### src/rtl/apb_initiator_pkg.sv
// Shared types and constants for the APB initiator and its timeout counter.
package apb_initiator_pkg;

   localparam int unsigned APB_ADDR_W        = 32;
   localparam int unsigned APB_DATA_W        = 32;
   localparam logic [31:0] TIMEOUT_DATA_DEF  = 32'hDEAD_0A5B;

   typedef enum logic [1:0] {
      IDLE,
      SETUP,
      ACCESS,
      RESP
   } apbInitStateT;

   typedef struct packed {
      logic [APB_ADDR_W-1:0] addr;
      logic                  write;
      logic [APB_DATA_W-1:0] wdata;
   } apbInitReqSt;

   typedef struct packed {
      logic [APB_DATA_W-1:0] rdata;
      logic                  err;
      logic                  timeout;
   } apbInitRspSt;

endpackage

### src/rtl/apb_init_timeout.sv
// Saturating up-counter with clear/enable and a terminal-count flag at LIMIT-1.
// LIMIT of zero disables the flag entirely.
module apb_init_timeout #(
   parameter int unsigned LIMIT = 256
) (
   input  logic clk,
   input  logic rst,
   input  logic clr,
   input  logic en,
   output logic expired
);

   localparam int unsigned CNT_W = (LIMIT == 0) ? 1 : $clog2(LIMIT + 1);
   localparam logic [CNT_W-1:0] TC = (LIMIT == 0) ? '0 : CNT_W'(LIMIT - 1);

   logic [CNT_W-1:0] cnt_q, cnt_d;

   always_comb begin
      cnt_d = cnt_q;
      if (clr) begin
         cnt_d = '0;
      end else if (en && (cnt_q != '1)) begin
         cnt_d = cnt_q + CNT_W'(1);
      end
   end

   always_ff @(posedge clk or posedge rst) begin
      if (rst) begin
         cnt_q <= '0;
      end else begin
         cnt_q <= cnt_d;
      end
   end

   assign expired = (LIMIT != 0) && (cnt_q == TC);

endmodule

### src/rtl/apb_initiator.sv
// Single-outstanding APB3 requester: valid/ready request in, SETUP/ACCESS cycle out,
// valid/ready response back, with alignment check and bus-hang abort.
//
// state  | meaning
// IDLE   | req_ready high, waiting for a request
// SETUP  | psel high, penable low, one cycle
// ACCESS | psel and penable high until pready or timeout
// RESP   | rsp_valid high, fields held until rsp_ready
module apb_initiator
   import apb_initiator_pkg::*;
#(
   parameter int unsigned        ADDR_W         = 32,
   parameter int unsigned        DATA_W         = 32,
   parameter int unsigned        TIMEOUT_CYCLES = 256,
   parameter logic [DATA_W-1:0]  TIMEOUT_DATA   = DATA_W'(TIMEOUT_DATA_DEF)
) (
   input  logic              clk,
   input  logic              rst,
   input  logic              req_valid,
   output logic              req_ready,
   input  logic [ADDR_W-1:0] req_addr,
   input  logic              req_write,
   input  logic [DATA_W-1:0] req_wdata,
   output logic              rsp_valid,
   input  logic              rsp_ready,
   output logic [DATA_W-1:0] rsp_rdata,
   output logic              rsp_err,
   output logic              rsp_timeout,
   output logic              psel,
   output logic              penable,
   output logic              pwrite,
   output logic [ADDR_W-1:0] paddr,
   output logic [DATA_W-1:0] pwdata,
   input  logic [DATA_W-1:0] prdata,
   input  logic              pready,
   input  logic              pslverr
);

   apbInitStateT      state_q, state_d;
   logic [ADDR_W-1:0] paddr_q, paddr_d;
   logic [DATA_W-1:0] pwdata_q, pwdata_d;
   logic              pwrite_q, pwrite_d;
   logic              psel_q, psel_d;
   logic              penable_q, penable_d;
   logic [DATA_W-1:0] rsp_rdata_q, rsp_rdata_d;
   logic              rsp_err_q, rsp_err_d;
   logic              rsp_timeout_q, rsp_timeout_d;
   logic              tmo_clr, tmo_en, tmo_expired;

   // Clearing on every accept covers SETUP entry; misaligned requests never reach ACCESS.
   assign tmo_clr = (state_q == IDLE) && req_valid;
   assign tmo_en  = (state_q == ACCESS) && !pready;

   apb_init_timeout #(
      .LIMIT (TIMEOUT_CYCLES)
   ) u_timeout (
      .clk     (clk),
      .rst     (rst),
      .clr     (tmo_clr),
      .en      (tmo_en),
      .expired (tmo_expired)
   );

   always_comb begin
      state_d       = state_q;
      paddr_d       = paddr_q;
      pwdata_d      = pwdata_q;
      pwrite_d      = pwrite_q;
      psel_d        = psel_q;
      penable_d     = penable_q;
      rsp_rdata_d   = rsp_rdata_q;
      rsp_err_d     = rsp_err_q;
      rsp_timeout_d = rsp_timeout_q;
      case (state_q)
         IDLE: begin
            if (req_valid) begin
               paddr_d  = req_addr;
               pwrite_d = req_write;
               pwdata_d = req_wdata;
               if (req_addr[1:0] != 2'b00) begin
                  state_d       = RESP;
                  rsp_rdata_d   = TIMEOUT_DATA;
                  rsp_err_d     = 1'b1;
                  rsp_timeout_d = 1'b0;
               end else begin
                  state_d = SETUP;
                  psel_d  = 1'b1;
               end
            end
         end
         SETUP: begin
            state_d   = ACCESS;
            penable_d = 1'b1;
         end
         ACCESS: begin
            // pready takes priority over a coincident timeout.
            if (pready) begin
               state_d       = RESP;
               psel_d        = 1'b0;
               penable_d     = 1'b0;
               rsp_rdata_d   = pwrite_q ? '0 : prdata;
               rsp_err_d     = pslverr;
               rsp_timeout_d = 1'b0;
            end else if (tmo_expired) begin
               state_d       = RESP;
               psel_d        = 1'b0;
               penable_d     = 1'b0;
               rsp_rdata_d   = TIMEOUT_DATA;
               rsp_err_d     = 1'b1;
               rsp_timeout_d = 1'b1;
            end
         end
         RESP: begin
            if (rsp_ready) begin
               state_d = IDLE;
            end
         end
         default: state_d = IDLE;
      endcase
   end

   always_ff @(posedge clk or posedge rst) begin
      if (rst) begin
         state_q       <= IDLE;
         paddr_q       <= '0;
         pwdata_q      <= '0;
         pwrite_q      <= 1'b0;
         psel_q        <= 1'b0;
         penable_q     <= 1'b0;
         rsp_rdata_q   <= '0;
         rsp_err_q     <= 1'b0;
         rsp_timeout_q <= 1'b0;
      end else begin
         state_q       <= state_d;
         paddr_q       <= paddr_d;
         pwdata_q      <= pwdata_d;
         pwrite_q      <= pwrite_d;
         psel_q        <= psel_d;
         penable_q     <= penable_d;
         rsp_rdata_q   <= rsp_rdata_d;
         rsp_err_q     <= rsp_err_d;
         rsp_timeout_q <= rsp_timeout_d;
      end
   end

   assign req_ready   = (state_q == IDLE) && !rst;
   assign rsp_valid   = (state_q == RESP);
   assign rsp_rdata   = rsp_rdata_q;
   assign rsp_err     = rsp_err_q;
   assign rsp_timeout = rsp_timeout_q;
   assign psel        = psel_q;
   assign penable     = penable_q;
   assign pwrite      = pwrite_q;
   assign paddr       = paddr_q;
   assign pwdata      = pwdata_q;

endmodule

### config.mk
export PLATFORM = sky130hd
export DESIGN_NAME = apb_initiator
export DESIGN_NICKNAME = d
export VERILOG_FILES = /design/src/rtl/apb_initiator_pkg.sv /design/src/rtl/apb_init_timeout.sv /design/src/rtl/apb_initiator.sv
export SDC_FILE = /design/constraint.sdc
export NUM_CORES = 1
export LEC_CHECK = 0
export ABC_AREA = 1
export BUFFER_PORTS_ARGS = -buffer_cell sky130_fd_sc_hd__buf_2
export CORE_ASPECT_RATIO = 0.8
export CORE_MARGIN = 2
export CORE_UTILIZATION = 43
export CTS_CLUSTER_SIZE = 30
export DETAILED_ROUTE_END_ITERATION = 7
export PLACE_DENSITY_LB_ADDON = 0.08
export SYNTH_ARGS = -nofsm -noshare
export SYNTH_HDL_FRONTEND = slang
export SYNTH_SLANG_ARGS = --single-unit
export TNS_END_PERCENT = 5
### constraint.sdc
create_clock -name clk -period 3.2 [get_ports clk]
set_input_delay 0.32 -clock clk [delete_from_list [all_inputs] [get_ports clk]]
set_output_delay 0.32 -clock clk [all_outputs]
set_load 0.005 [all_outputs]
==> metrics.cfg <==
[status]
status=finished clean

[synthesis]
synth-compound-area-share=0.0180
synth_top_family_by_area=simple AND/OR/NAND/NOR gates
ys_seq_area_frac=0.569
async_flop_share=1.00
synthAdderAreaFrac=0.0178
syn-instance-count=605
synth_ff_type=dfrtp_1
yosysWarnings=0
synthMuxAreaShare=0
synth_edf_count=0
syn_area_um2=4930
synth_nets=715
syn_area_per_cell_um2=8.15
yosysUniqueCellTypes=24
ys_seq_elements=112
yosys.area_share.simple=0.333
synthXorXnorAreaFrac=0.00178

[floorplan]
start_util=0.447
die-area_um2=12300
die_height_um=99.8
ios=206
rows=34
die_w_um=124
core_um2=11000

[power_and_ir_drop]
p_per_area_nw_per_um2=949
comb_power_share=0.412
intPower_uw=3670
pwr-share-seq=0.395
p_sw_frac=0.389
power_frac_clock=0.193
peakVddDrop_mv=0.443
leakagePower_uw=0.00373
p_switching_uw=2340

[placed_design]
routabilityCongestion=0.841
port-buffer-count=205
dpl.hpwl_um=8630
dp_slack_ps=908

[sta]
worst_slack_ps=916
max_freq_ghz=0.438
slew_headroom=0.361
tightest_slew_ps=956
fin_tns_setup_ps=0
finClkSkew_ps=6.32
setup_violations=0
timing.final.crit_share=0.714
timing.final.crit_period_ps=2280
maxSlewViolCount=0
holdWs_ps=169
hold_viol=0
grt_setup_unrepaired=no

[clock_tree]
cts_tree=built
clkSlewWorstSetupHoldPaths_ps=70
cts_buffer_depth=2
cts_resized=0
cts_sinks=112
hold_buffers=0
cts_buffers=9
h-tree-depth=3
insertion_delay_ps=340
cts-root-buf=clkbuf_16
post-cts-setup-buffer-count=0

[layout]
diodes=0
syn2layout_area_growth_pct=28.5
seq_area_um2=2800
nFillCells=1061
drive_above_1_share=0.299
multi_input_area_um2=1830
nets=909
fin_util=0.575

[drt]
via_count=4431
drtIter0Drc=220
postRouteAntennaNets=0
wl_per_cell_um=13.0
dr.pass1.iters=4
vias_per_cell=4.67
drc=0
wirelength_um=12300

[grt]
grt_pass1_vias=4319
antenna_found_initial=0
grt_use_total=0.205
grt_overflow=0
grt_max_degree=75
grt_pass1_wl_um=20000

[setup_path]
arrival_ps=2520
cp_max_fo=26
critPathCaptureType=register
cp-start-kind=register
required_ps=3430
crit_type=reg2reg

[hold_path]
hold_class=in2reg

[run]
drv_cap=0

-- state kept, by name, indices dropped and copies added (netlist names) --
signal / cells
paddr: 32
rsp_err: 1
u_timeout.cnt_q: 9
pwdata: 32
pwrite: 1
psel: 1
state_q: 2
rsp_rdata: 32
penable: 1
rsp_timeout: 1
-- per-stage QoR --
step	total power, uW	instance area, um^2	std cells
6_report	6010	6330	948
5_1_grt	6590	6330	948
4_1_cts	6110	6330	948
3_5_place_dp	4910	6020	932
3_3_place_gp	4820	6020	932
2_1_floorplan	3980	4930	605
-- final timing paths --
kind	startpoint	endpoint	slack, ps	cells past startpoint
min in group asynchronous	rst	state_q[0]	190	2
max in group asynchronous	rst	pwdata[12]	2180	3
worst min register to register	rsp_rdata[4]	rsp_rdata[4]	470	2
worst min-delay path	req_addr[24]	paddr[24]	170	3
worst max-delay path	u_timeout.cnt_q[0]	state_q[1]	920	13
worst max register to register	u_timeout.cnt_q[0]	state_q[1]	920	13
-- per-layer routing --
layer,part of all wire,vias to the layer above,wire (um),track usage
met4,0.014,0,172,0.0507
li1,-,2224,-,-
met1,0.43,2043,5280,0.264
met2,0.48,150,5880,0.344
met5,0,-,0,0
met3,0.077,14,951,0.0562
-- kinds of logic after synthesis --
group | after synthesis
and+or+nand+nor | 413
buffers and inverters | 59
adders and majority gates | 7
xor gates and xnor gates | 1
DFF | 112
AOI/OAI and AO/OA | 13
-- critical path, cell delays in order (launching register included) --
cell	delay (ps)
dfrtp_1	390
ha_1	190
nand3_1	120
nor2_1	180
nand2_1	70
nor2_1	130
ha_1	160
nor2_1	40
nand2_1	100
o21a_4	250
buf_4	310
nand2_1	110
nand2_1	70
nand2_1	50
-- synthesized netlist by cell type (all sizes together), types with 2 or more instances --
| cell | instances | area [um^2] |
|---|---|---|
| a21oi | 3 | 26.3 |
| buf | 27 | 181 |
| clkbuf | 2 | 7.51 |
| dfrtp | 112 | 2800 |
| ha | 7 | 87.6 |
| inv | 30 | 113 |
| nand2 | 330 | 1250 |
| nand3 | 44 | 220 |
| nor2 | 35 | 134 |
| o21ai | 8 | 40.0 |
-- power groups by stage --
stage               Combinational, uW  Clock [uW]  Sequential (uW)
floorplan                        1560           0             2430
global placement                 2450           0             2380
detailed placement               2520           0             2390
CTS                              2530        1200             2380
global route                     2880        1260             2450
finish                           2480        1160             2380
-- cells in the final DEF (no fill, tap or decap), types with 2 or more instances in the layout --
cell type,synthesis,layout
clkbuf_16,0,9
buf_2,16,205
clkbuf_8,0,2
buf_4,6,6
nand2_1,328,327
a21oi_1,2,2
dfrtp_1,112,112
inv_1,27,26
nand3_1,44,44
nand2_2,1,2
clkinvlp_4,0,2
o21ai_0,8,8
inv_2,3,3
clkinv_4,0,2
ha_1,7,7
nor2_1,34,34
-- final cells by class --
cell class	count	share of cell area
clock buffer	11	0.0399
multi-input combinational	434	0.288
tap	144	0.0284
timing repair buffer	212	0.172
clock inverter	5	0.0101
inverter	30	0.0184
sequential	112	0.443
Note: power is estimated with default switching activity, not from simulation.
